[src/rtl/cnn_pkg.sv]
// ---------------------------------------------------------------------------
// cnn_pkg
// Shared definitions for the convolution engine result read path.
//   CNN_DATA_W  : default result word width (engine produces 32-bit sums)
//   CNN_ADDR_W  : default output-memory address width (7-bit addressing)
//   CNN_FIFO_D  : skid buffer depth (fixed at 2)
//   rd_state_t  : readout FSM state encoding
// ---------------------------------------------------------------------------
package cnn_pkg;

    localparam int CNN_DATA_W = 32;
    localparam int CNN_ADDR_W = 7;
    localparam int CNN_FIFO_D = 2;

    typedef enum logic [1:0] {
        ST_IDLE   = 2'd0,
        ST_STREAM = 2'd1,
        ST_FLUSH  = 2'd2,
        ST_FINISH = 2'd3
    } rd_state_t;

endpackage

[src/rtl/cnn_skid_fifo.sv]
// ---------------------------------------------------------------------------
// cnn_skid_fifo
// Two-entry synchronous FIFO that absorbs the output memory's one-cycle read
// latency while the downstream stream is stalled. Entry 0 is the head and
// drives the stream outputs directly, so a stalled head never changes.
//
// Ports:
//   clk, rst   : clock, synchronous active-high reset
//   i_push     : write i_data/i_last this cycle (dropped if full and no pop)
//   i_pop      : remove the head this cycle (ignored when empty)
//   i_data     : word to write
//   i_last     : last-word sideband travelling with i_data
//   o_occ      : number of stored entries (0..2)
//   o_valid    : head entry present
//   o_data     : head word
//   o_last     : head last flag, qualified by o_valid
// ---------------------------------------------------------------------------
module cnn_skid_fifo
    import cnn_pkg::*;
#(
    parameter int DATA_W = CNN_DATA_W
) (
    input  logic              clk,
    input  logic              rst,
    input  logic              i_push,
    input  logic              i_pop,
    input  logic [DATA_W-1:0] i_data,
    input  logic              i_last,
    output logic [1:0]        o_occ,
    output logic              o_valid,
    output logic [DATA_W-1:0] o_data,
    output logic              o_last
);

    logic [DATA_W-1:0] r_data0;
    logic [DATA_W-1:0] r_data1;
    logic              r_last0;
    logic              r_last1;
    logic [1:0]        r_occ;

    logic              w_pop;
    logic              w_push;

    assign w_pop  = i_pop & (r_occ != 2'd0);
    assign w_push = i_push & ((r_occ != 2'd2) | w_pop);

    always_ff @(posedge clk) begin
        if (rst) begin
            r_data0 <= '0;
            r_data1 <= '0;
            r_last0 <= 1'b0;
            r_last1 <= 1'b0;
            r_occ   <= 2'd0;
        end else begin
            case ({w_push, w_pop})
                2'b10: begin
                    if (r_occ == 2'd0) begin
                        r_data0 <= i_data;
                        r_last0 <= i_last;
                    end else begin
                        r_data1 <= i_data;
                        r_last1 <= i_last;
                    end
                    r_occ <= r_occ + 2'd1;
                end
                2'b01: begin
                    r_data0 <= r_data1;
                    r_last0 <= r_last1;
                    r_occ   <= r_occ - 2'd1;
                end
                2'b11: begin
                    // Occupancy is unchanged; the new word lands behind
                    // whatever remains after the head leaves.
                    if (r_occ == 2'd1) begin
                        r_data0 <= i_data;
                        r_last0 <= i_last;
                    end else begin
                        r_data0 <= r_data1;
                        r_last0 <= r_last1;
                        r_data1 <= i_data;
                        r_last1 <= i_last;
                    end
                end
                default: begin
                end
            endcase
        end
    end

    assign o_occ   = r_occ;
    assign o_valid = (r_occ != 2'd0);
    assign o_data  = r_data0;
    // The head flag may be stale after the last pop; never show it without
    // a valid word.
    assign o_last  = r_last0 & o_valid;

endmodule

[src/rtl/cnn_result_reader.sv]
// ---------------------------------------------------------------------------
// cnn_result_reader
// Read-side counterpart of the convolution engine's result write path. After
// the engine pulses done_in, reads len words from the output memory starting
// at base_addr (address wraps modulo 2^ADDR_W) and streams them out in
// address order.
//
// Stream handshake (valid/ready): a word transfers on every cycle where
// out_valid and out_ready are both high. Once out_valid is raised it stays
// high, with out_data/out_last unchanged, until that transfer happens;
// out_valid never depends combinationally on out_ready.
//
// Optional build macro: CNN_READER_CHECKSUM_EN adds the checksum output, the
// modulo-2^DATA_W sum of all words transferred in the current readout.
//
// Ports:
//   clk, rst      : clock, synchronous active-high reset
//   done_in       : engine completion strobe, accepted only when idle
//   base_addr     : first word address, sampled on accepted trigger
//   len           : word count 0..2^ADDR_W, sampled on accepted trigger
//   mem_rd_en     : memory read request
//   mem_addr      : memory read address
//   mem_rd_data   : read data, valid the cycle after mem_rd_en
//   out_valid     : stream word valid
//   out_data      : stream word
//   out_last      : high with the final word of the readout
//   out_ready     : downstream accept
//   busy          : high from accepted trigger until rd_done
//   rd_done       : one-cycle pulse after the final transfer
//   checksum      : (macro only) running sum of transferred words
//   dbg_state     : current FSM state
// ---------------------------------------------------------------------------
module cnn_result_reader
    import cnn_pkg::*;
#(
    parameter int DATA_W = CNN_DATA_W,
    parameter int ADDR_W = CNN_ADDR_W,
    parameter int FIFO_D = CNN_FIFO_D
) (
    input  logic              clk,
    input  logic              rst,
    input  logic              done_in,
    input  logic [ADDR_W-1:0] base_addr,
    input  logic [ADDR_W:0]   len,
    output logic              mem_rd_en,
    output logic [ADDR_W-1:0] mem_addr,
    input  logic [DATA_W-1:0] mem_rd_data,
    output logic              out_valid,
    output logic [DATA_W-1:0] out_data,
    output logic              out_last,
    input  logic              out_ready,
    output logic              busy,
    output logic              rd_done,
`ifdef CNN_READER_CHECKSUM_EN
    output logic [DATA_W-1:0] checksum,
`endif
    output rd_state_t         dbg_state
);

    localparam logic [2:0] FIFO_LIMIT = 3'(FIFO_D);

    rd_state_t         r_state;
    rd_state_t         w_next_state;

    logic [ADDR_W:0]   r_len;
    logic [ADDR_W:0]   r_issue_cnt;
    logic [ADDR_W-1:0] r_rd_ptr;
    logic              r_inflight;
    logic              r_inflight_last;

    logic [1:0]        w_occ;
    logic              w_fifo_valid;
    logic [DATA_W-1:0] w_fifo_data;
    logic              w_fifo_last;

    logic              w_pop;
    logic              w_last_pop;
    logic              w_room;
    logic              w_issue;
    logic              w_issue_last;
    logic              w_trigger;

    // ---------------------------------------------------------------------
    // Read issue control
    // ---------------------------------------------------------------------
    assign w_pop      = w_fifo_valid & out_ready;
    assign w_last_pop = w_pop & w_fifo_last;
    assign w_trigger  = (r_state == ST_IDLE) & done_in;

    // Every issued read owns a FIFO slot: stored words plus the read still
    // in flight, minus the word leaving this cycle, must leave space.
    assign w_room = ({1'b0, w_occ} + {2'b00, r_inflight} - {2'b00, w_pop})
                    < FIFO_LIMIT;

    assign w_issue      = (r_state == ST_STREAM) & (r_issue_cnt < r_len) & w_room;
    assign w_issue_last = w_issue & ((r_issue_cnt + (ADDR_W+1)'(1)) == r_len);

    // ---------------------------------------------------------------------
    // FSM: state register
    // ---------------------------------------------------------------------
    always_ff @(posedge clk) begin
        if (rst) begin
            r_state <= ST_IDLE;
        end else begin
            r_state <= w_next_state;
        end
    end

    // ---------------------------------------------------------------------
    // FSM: next state and outputs
    // ---------------------------------------------------------------------
    always_comb begin
        w_next_state = r_state;
        busy         = 1'b0;
        rd_done      = 1'b0;
        case (r_state)
            ST_IDLE: begin
                if (done_in) begin
                    // A zero-length readout spends one cycle in FLUSH, which
                    // completes at once, so busy is seen for one cycle and
                    // rd_done follows two cycles after the trigger.
                    if (len == '0) begin
                        w_next_state = ST_FLUSH;
                    end else begin
                        w_next_state = ST_STREAM;
                    end
                end
            end
            ST_STREAM: begin
                busy = 1'b1;
                if (w_issue_last) begin
                    w_next_state = ST_FLUSH;
                end
            end
            ST_FLUSH: begin
                busy = 1'b1;
                if ((r_len == '0) || (!r_inflight && w_last_pop)) begin
                    w_next_state = ST_FINISH;
                end
            end
            ST_FINISH: begin
                rd_done      = 1'b1;
                w_next_state = ST_IDLE;
            end
            default: begin
                w_next_state = ST_IDLE;
            end
        endcase
    end

    // ---------------------------------------------------------------------
    // Readout counters and read pipeline
    // ---------------------------------------------------------------------
    always_ff @(posedge clk) begin
        if (rst) begin
            r_len           <= '0;
            r_issue_cnt     <= '0;
            r_rd_ptr        <= '0;
            r_inflight      <= 1'b0;
            r_inflight_last <= 1'b0;
        end else begin
            r_inflight      <= w_issue;
            r_inflight_last <= w_issue_last;
            if (w_trigger) begin
                r_len       <= len;
                r_rd_ptr    <= base_addr;
                r_issue_cnt <= '0;
            end else if (w_issue) begin
                // Natural overflow wraps the address at the top of memory.
                r_rd_ptr    <= r_rd_ptr + ADDR_W'(1);
                r_issue_cnt <= r_issue_cnt + (ADDR_W+1)'(1);
            end
        end
    end

    assign mem_rd_en = w_issue;
    assign mem_addr  = r_rd_ptr;

    // ---------------------------------------------------------------------
    // Skid buffer: read data arrives the cycle after the request
    // ---------------------------------------------------------------------
    cnn_skid_fifo #(
        .DATA_W (DATA_W)
    ) u_fifo (
        .clk     (clk),
        .rst     (rst),
        .i_push  (r_inflight),
        .i_pop   (out_ready),
        .i_data  (mem_rd_data),
        .i_last  (r_inflight_last),
        .o_occ   (w_occ),
        .o_valid (w_fifo_valid),
        .o_data  (w_fifo_data),
        .o_last  (w_fifo_last)
    );

    assign out_valid = w_fifo_valid;
    assign out_data  = w_fifo_data;
    assign out_last  = w_fifo_last;
    assign dbg_state = r_state;

`ifdef CNN_READER_CHECKSUM_EN
    // ---------------------------------------------------------------------
    // Checksum of transferred words; holds after rd_done until next trigger
    // ---------------------------------------------------------------------
    logic [DATA_W-1:0] r_checksum;

    always_ff @(posedge clk) begin
        if (rst) begin
            r_checksum <= '0;
        end else if (w_trigger) begin
            r_checksum <= '0;
        end else if (w_pop) begin
            r_checksum <= r_checksum + w_fifo_data;
        end
    end

    assign checksum = r_checksum;
`endif

endmodule

[config.mk]
export PLATFORM = sky130hd
export DESIGN_NAME = cnn_result_reader
export DESIGN_NICKNAME = d
export VERILOG_FILES = /design/src/rtl/cnn_pkg.sv /design/src/rtl/cnn_skid_fifo.sv /design/src/rtl/cnn_result_reader.sv
export SDC_FILE = /design/constraint.sdc
export NUM_CORES = 1
export LEC_CHECK = 0
export ABC_AREA = 1
export CELL_PAD_IN_SITES_DETAIL_PLACEMENT = 0
export CELL_PAD_IN_SITES_GLOBAL_PLACEMENT = 1
export CORE_MARGIN = 2
export CORE_UTILIZATION = 34
export CTS_BUF_LIST = sky130_fd_sc_hd__clkbuf_8 sky130_fd_sc_hd__clkbuf_16
export DETAILED_ROUTE_END_ITERATION = 8
export PLACE_DENSITY = 0.78
export SLEW_MARGIN = 30
export SYNTH_ARGS = -nofsm -noshare
export SYNTH_HDL_FRONTEND = slang
export SYNTH_SLANG_ARGS = --single-unit
[constraint.sdc]
create_clock -name clk -period 3.8 [get_ports clk]
set_input_delay 0.57 -clock clk [delete_from_list [all_inputs] [get_ports clk]]
set_output_delay 0.57 -clock clk [all_outputs]
set_load 0.02 [all_outputs]
=== After elaboration in Yosys (flattened, before gate mapping) ===
Index checks and enable logic that the tools add are counted.

* $add $sub $neg: 6
* Magnitude comparators: 2
* Eq/ne operators: 15
* Multiplexer cells: 22
* Bitwise gates (word level): 9
* Reductions and logical operators: 17

{| class="wikitable"
|+ Operators by type and width
! cell !! number
|-
| $mux W32 || 4
|-
| $pmux W32 S3 || 1
|-
| $pmux W32 S2 || 1
|-
| $logic_not A8 Y1 || 2
|-
| $mux W7 || 2
|-
| $ne A2 B2 Y1 const B || 6
|-
| $add A8 B1 Y8 const B || 1
|-
| $and A1 B1 Y1 || 8
|-
| $eq A2 B2 Y1 const B || 4
|-
| $eq A8 B8 Y1 || 1
|-
| $lt A8 B8 Y1 || 1
|-
| $mux W2 || 4
|-
| $pmux W2 S4 || 1
|-
| $reduce_bool A2 Y1 || 4
|-
| $add A7 B1 Y7 const B || 1
|-
| $eq A2 B1 Y1 const B || 3
|-
| $mux W1 || 6
|-
| $reduce_and A3 Y1 || 2
|-
| $logic_not A2 Y1 || 2
|-
| $pmux W2 S2 || 1
|-
| $reduce_or A2 Y1 || 2
|-
| $add A2 B1 Y3 || 1
|-
| $lt A3 B2 Y1 const B || 1
|-
| $pmux W1 S3 || 1
|-
| 11 further kinds || 11
|}

* Register bits: 95
* Input port bits: 51
* Output and inout port bits: 46

=== Logic depth before layout (Yosys ltp) ===
* Word-level depth: 8
* Mapped depth: 19
* Mapped depth without buffers: 19

=== Cells and area by module ===
Synthesis repeated with hierarchy kept, for this count alone.

* Cells, all modules: 829
* Area total of the unflattened synthesis: 5340.1 µm²

{| class="wikitable"
|+ Modules (own cells, without submodules)
! module !! instances !! cells an instance !! area an instance (µm²) !! seq. area each (µm²)
|-
| cnn_skid_fifo || 1 || 569 || 3537.1 || 1361.3
|-
| cnn_result_reader || 1 || 260 || 1803.0 || 540.5
|}

=== Worst setup path before layout ===
Ideal clock, no wire load.

* Path type: register -> output
* Start point: register u_fifo.r_occ[1] (netlist: u_fifo.o_occ[1])
* End point: output port mem_rd_en
* Arrival: 2.595 ns
* Path slack: 0.635 ns
* Cell stages (with the launch flop): 15
* Cells stage by stage: dfxtp_1 > inv_1 > ha_1 > inv_2 > nand2_2 > inv_2 > ha_1 > or2_2 > fa_1 > inv_1 > nor2_1 > nor2_1 > nand2_1 > nor2_4 > buf_2

* Longest elaborated chain between the ends: 5
* Elaborated cells between the ends (all ways): 6
* Those cells by class: 2 x add/sub; 1 x order compare; 2 x bitwise; 1 x reduce/logical

{| class="wikitable"
|+ RTL lines
! element !! line !! RTL
|-
| start, declared || cnn_skid_fifo.sv:39 || <nowiki>logic [1:0] r_occ;</nowiki>
|-
| start signal, assigned || cnn_skid_fifo.sv:64 || <nowiki>r_occ <= r_occ + 2'd1;</nowiki>
|-
| start signal, assigned || cnn_skid_fifo.sv:69 || <nowiki>r_occ <= r_occ - 2'd1;</nowiki>
|-
| $reduce_bool A2 Y1 || cnn_skid_fifo.sv:91 || <nowiki>assign o_valid = (r_occ != 2'd0);</nowiki>
|-
| via out_valid || cnn_result_reader.sv:48 || <nowiki>output logic out_valid,</nowiki>
|-
| $and A1 B1 Y1 || cnn_result_reader.sv:86 || <nowiki>assign w_pop = w_fifo_valid & out_ready;</nowiki>
|-
| $sub A3 B1 Y3 || cnn_result_reader.sv:92 || <nowiki>assign w_room = ({1'b0, w_occ} + {2'b00, r_inflight} - {2'b00, w_pop})</nowiki>
|-
| $lt A3 B2 Y1 || cnn_result_reader.sv:93 || <nowiki>< FIFO_LIMIT;</nowiki>
|-
| $and A1 B1 Y1 || cnn_result_reader.sv:95 || <nowiki>assign w_issue = (r_state == ST_STREAM) & (r_issue_cnt < r_len) & w_room;</nowiki>
|-
| end, declared || cnn_result_reader.sv:45 || <nowiki>output logic mem_rd_en,</nowiki>
|}

The timed path passes the listed nets, and every way through them passes these cells.

=== Final worst setup path ===
* Start point: register u_fifo.r_occ[1] (netlist: u_fifo.o_occ[1])
* End point: output port mem_rd_en

* Longest elaborated chain between the ends: 5
* Elaborated cells between the ends (all ways): 6
* Those cells by class: 2 x add/sub; 1 x order compare; 2 x bitwise; 1 x reduce/logical

{| class="wikitable"
|+ RTL lines
! element !! line
|-
| branches (longest 2 deep; another with $add A2 B1 Y3) || n/a
|-
| $sub A3 B1 Y3 (*) || cnn_result_reader.sv:92
|-
| $lt A3 B2 Y1 (*) || cnn_result_reader.sv:93
|-
| $and A1 B1 Y1 (*) || cnn_result_reader.sv:95
|}

Every way passes the cells marked *.

==> results.cfg <==
[final_layout]
fin_cells = 841
regArea_um2 = 1900
final_common_cell = clkdlybuf4s50_1
mostFrequentLayoutCells = clkdlybuf4s50_1 (95), a21oi_1 (94), dfxtp_1 (94), o21ai_0 (90), inv_1 (69)
final_layout_size_suffix_gt1_share_pct = 7.37
finalNetCount = 731
diodes = 0
multi_input_area_um2 = 2220
area_growth_pct = 31.6
n_fill_cell = 1307
utilization_pct = 45.4

[yosys]
async_flop_share_pct = 0
ys.flop_type = dfxtp_1
avgSynthCellArea_um2 = 7.93
syn_area_um2 = 4540
ys_ff_latch = 95
synth_edf_count = 0
ys_types = 34
syn_inst = 572
ys_warn_count = 0
seq_area_frac_synth_pct = 41.9
synth_nets = 643

[placed_design]
port_buffers = 96
place_hpwl_um = 8110
gp_congestion = 0.803
dp_slack_ps = 103
dp_cells = 825

[clock_network]
cts_tree = done
cts_sinks = 95
path_clk_slew_ps = 70
clockBufferDepth = 2
cts_buffers = 9
h-tree-depth = 3
cts.root.buffer_cell = clkbuf_16
clkLatencyLatePin_ps = 350

[sta]
finalClockSkew_ps = 4.92
fin_ws_ps = 237
setup_violations = 0
slew_viol_final = 0
min_period_over_period_pct = 93.8
slew_headroom_pct = 52.6
rsz0062_at_grt = no
finalHoldViolCount = 0
finalSetupTns_ps = 0
tightest_slew_ps = 711
finalCriticalPeriod_ps = 3560
max_freq_mhz = 281

[hold_path]
hold_path.class = reg -> reg

[critical_path]
criticalPathCategory = reg -> out
start_kind = register
endpoint_kind = output port
crit_required_ps = 3230
cp_max_fo = 5
crit_arrival_ps = 2990

[global_route]
antenna_found_initial = 0
grt_pass1_wl_um = 18900
grt-ovfl-total = 0
first_global_vias = 3935
grt_max_degree = 45
grt_usage_pct = 16.3

[flow_run]
cap_violations = 0

[routing]
drt_drc_violations_left = 0
postRouteAntennaNets = 0
drtPass1Iterations = 4
wl_per_cell_um = 13.4
wl_um = 11300
num_vias = 4085
drt_iter0_markers = 184
avgViaCountPerCell = 4.86

[floorplan]
die_area_um2 = 14300
rows = 42
start_util_pct = 34.5
die_width_um = 120
die_h_um = 120
core-area_um2 = 13100
boundaryPins = 97

[power]
clockPowerShare_pct = 21.4
power.leakage_nw = 2.45
total_power_mw = 4.26
ir_drop_mv = 0.370
switching_power_mw = 1.69
internal_power_mw = 2.58
pwr-share-comb_pct = 43.8
pwr_density_cell_nw_per_um2 = 714
seqPwrFrac_pct = 34.8
switching_share_pct = 39.6

[outcome]
status = finished, final reports clean
[state kept, by name, indices dropped and copies added, names as in the netlist]
signal	flops
u_fifo.r_last1	1
r_len	8
r_inflight	1
u_fifo.r_data1	32
u_fifo.r_last0	1
r_issue_cnt	8
u_fifo.o_data	32
dbg_state	2
r_inflight_last	1
mem_addr	7
u_fifo.o_occ	2
[kinds of logic (layout without fill, tap and decap cells)]
logic type | after synthesis | count (layout) | synth area share (%)
AOI/OAI and AO/OA | 198 | 198 | 22.6
muxes | 33 | 33 | 7.28
DFF | 95 | 95 | 41.9
and+or+nand+nor | 119 | 119 | 12.1
buffers and inverters | 102 | 195 | 9.40
adders and majority gates | 20 | 20 | 5.68
xor gates and xnor gates | 5 | 5 | 0.965
[power by group through the flow]
stage	registers, mW	logic (mW)	clock network (mW)
global route	1.53	2.08	0.977
finish	1.49	1.87	0.911
floorplan	1.65	1.02	0
CTS	1.49	1.89	0.946
global placement	1.50	1.84	0
detailed placement	1.50	1.88	0
[critical path, cell delays in order, from the launching register on]
cell,delay (ps)
dfxtp_2,380
inv_1,90
ha_1,220
inv_2,140
nand2_2,70
inv_2,60
ha_1,210
or2_2,310
fa_1,390
inv_1,70
nor2_1,40
nor2_1,100
nand2_1,90
nor2_4,130
dlygate4sd2_1,340
[synthesized netlist by cell type (4+ instances only)]
library cell	instances	area, um^2
ha_1	19	238
a21oi_1	94	470
buf_4	4	30.0
nor2_1	29	109
nand2_2	10	62.6
nand3_1	21	105
inv_1	69	259
dfxtp_1	95	1900
o21ai_0	90	450
mux2i_1	33	330
buf_2	11	55.1
a31oi_1	4	25.0
clkbuf_1	12	45.0
nand2_1	46	173
[area by class of cell]
cell class                      instances  area share, %
Clock buffer                           12           4.46
Tap cell                              176           3.69
Sequential cell                        95           31.9
Timing Repair Buffer                  106           17.5
Clock inverter                          4          0.587
Multi-Input combinational cell        375           37.3
Inverter                               73           4.59
[final timing paths]
kind / from / end / slack (ps) / cells past startpoint
max reg2reg: u_fifo.o_occ[1] / mem_addr[3] / 560 / 19
min: u_fifo.r_data1[21] / u_fifo.r_data1[21] / 440 / 2
min reg2reg: u_fifo.r_data1[21] / u_fifo.r_data1[21] / 440 / 2
max: u_fifo.o_occ[1] / mem_rd_en / 240 / 14
[repair_timing]
action	in CTS	in global routing
endpoints found under the setup margin	1	1
gates resized for setup	1	1
buffers inserted	0	0
hold buffers	0	0
[per-stage QoR]
stage | instance area [um^2] | hold WS [ps]
6_report | 5970 | 444
3_3_place_gp | 5670 | 430
3_5_place_dp | 5670 | 437
2_1_floorplan | 4540 | 422
5_1_grt | 5970 | 460
4_1_cts | 5970 | 447
[layer usage]
layer,track usage (%),routed length [um],vias to the layer above,share of wire [%]
met5,0,0,-,0
met1,20.2,5290,1883,47
met2,26.9,5240,85,46
met4,4.71,114,0,1.0
li1,-,-,2104,-
met3,5.61,673,13,6.0
Power figures use the tool's default switching activity.
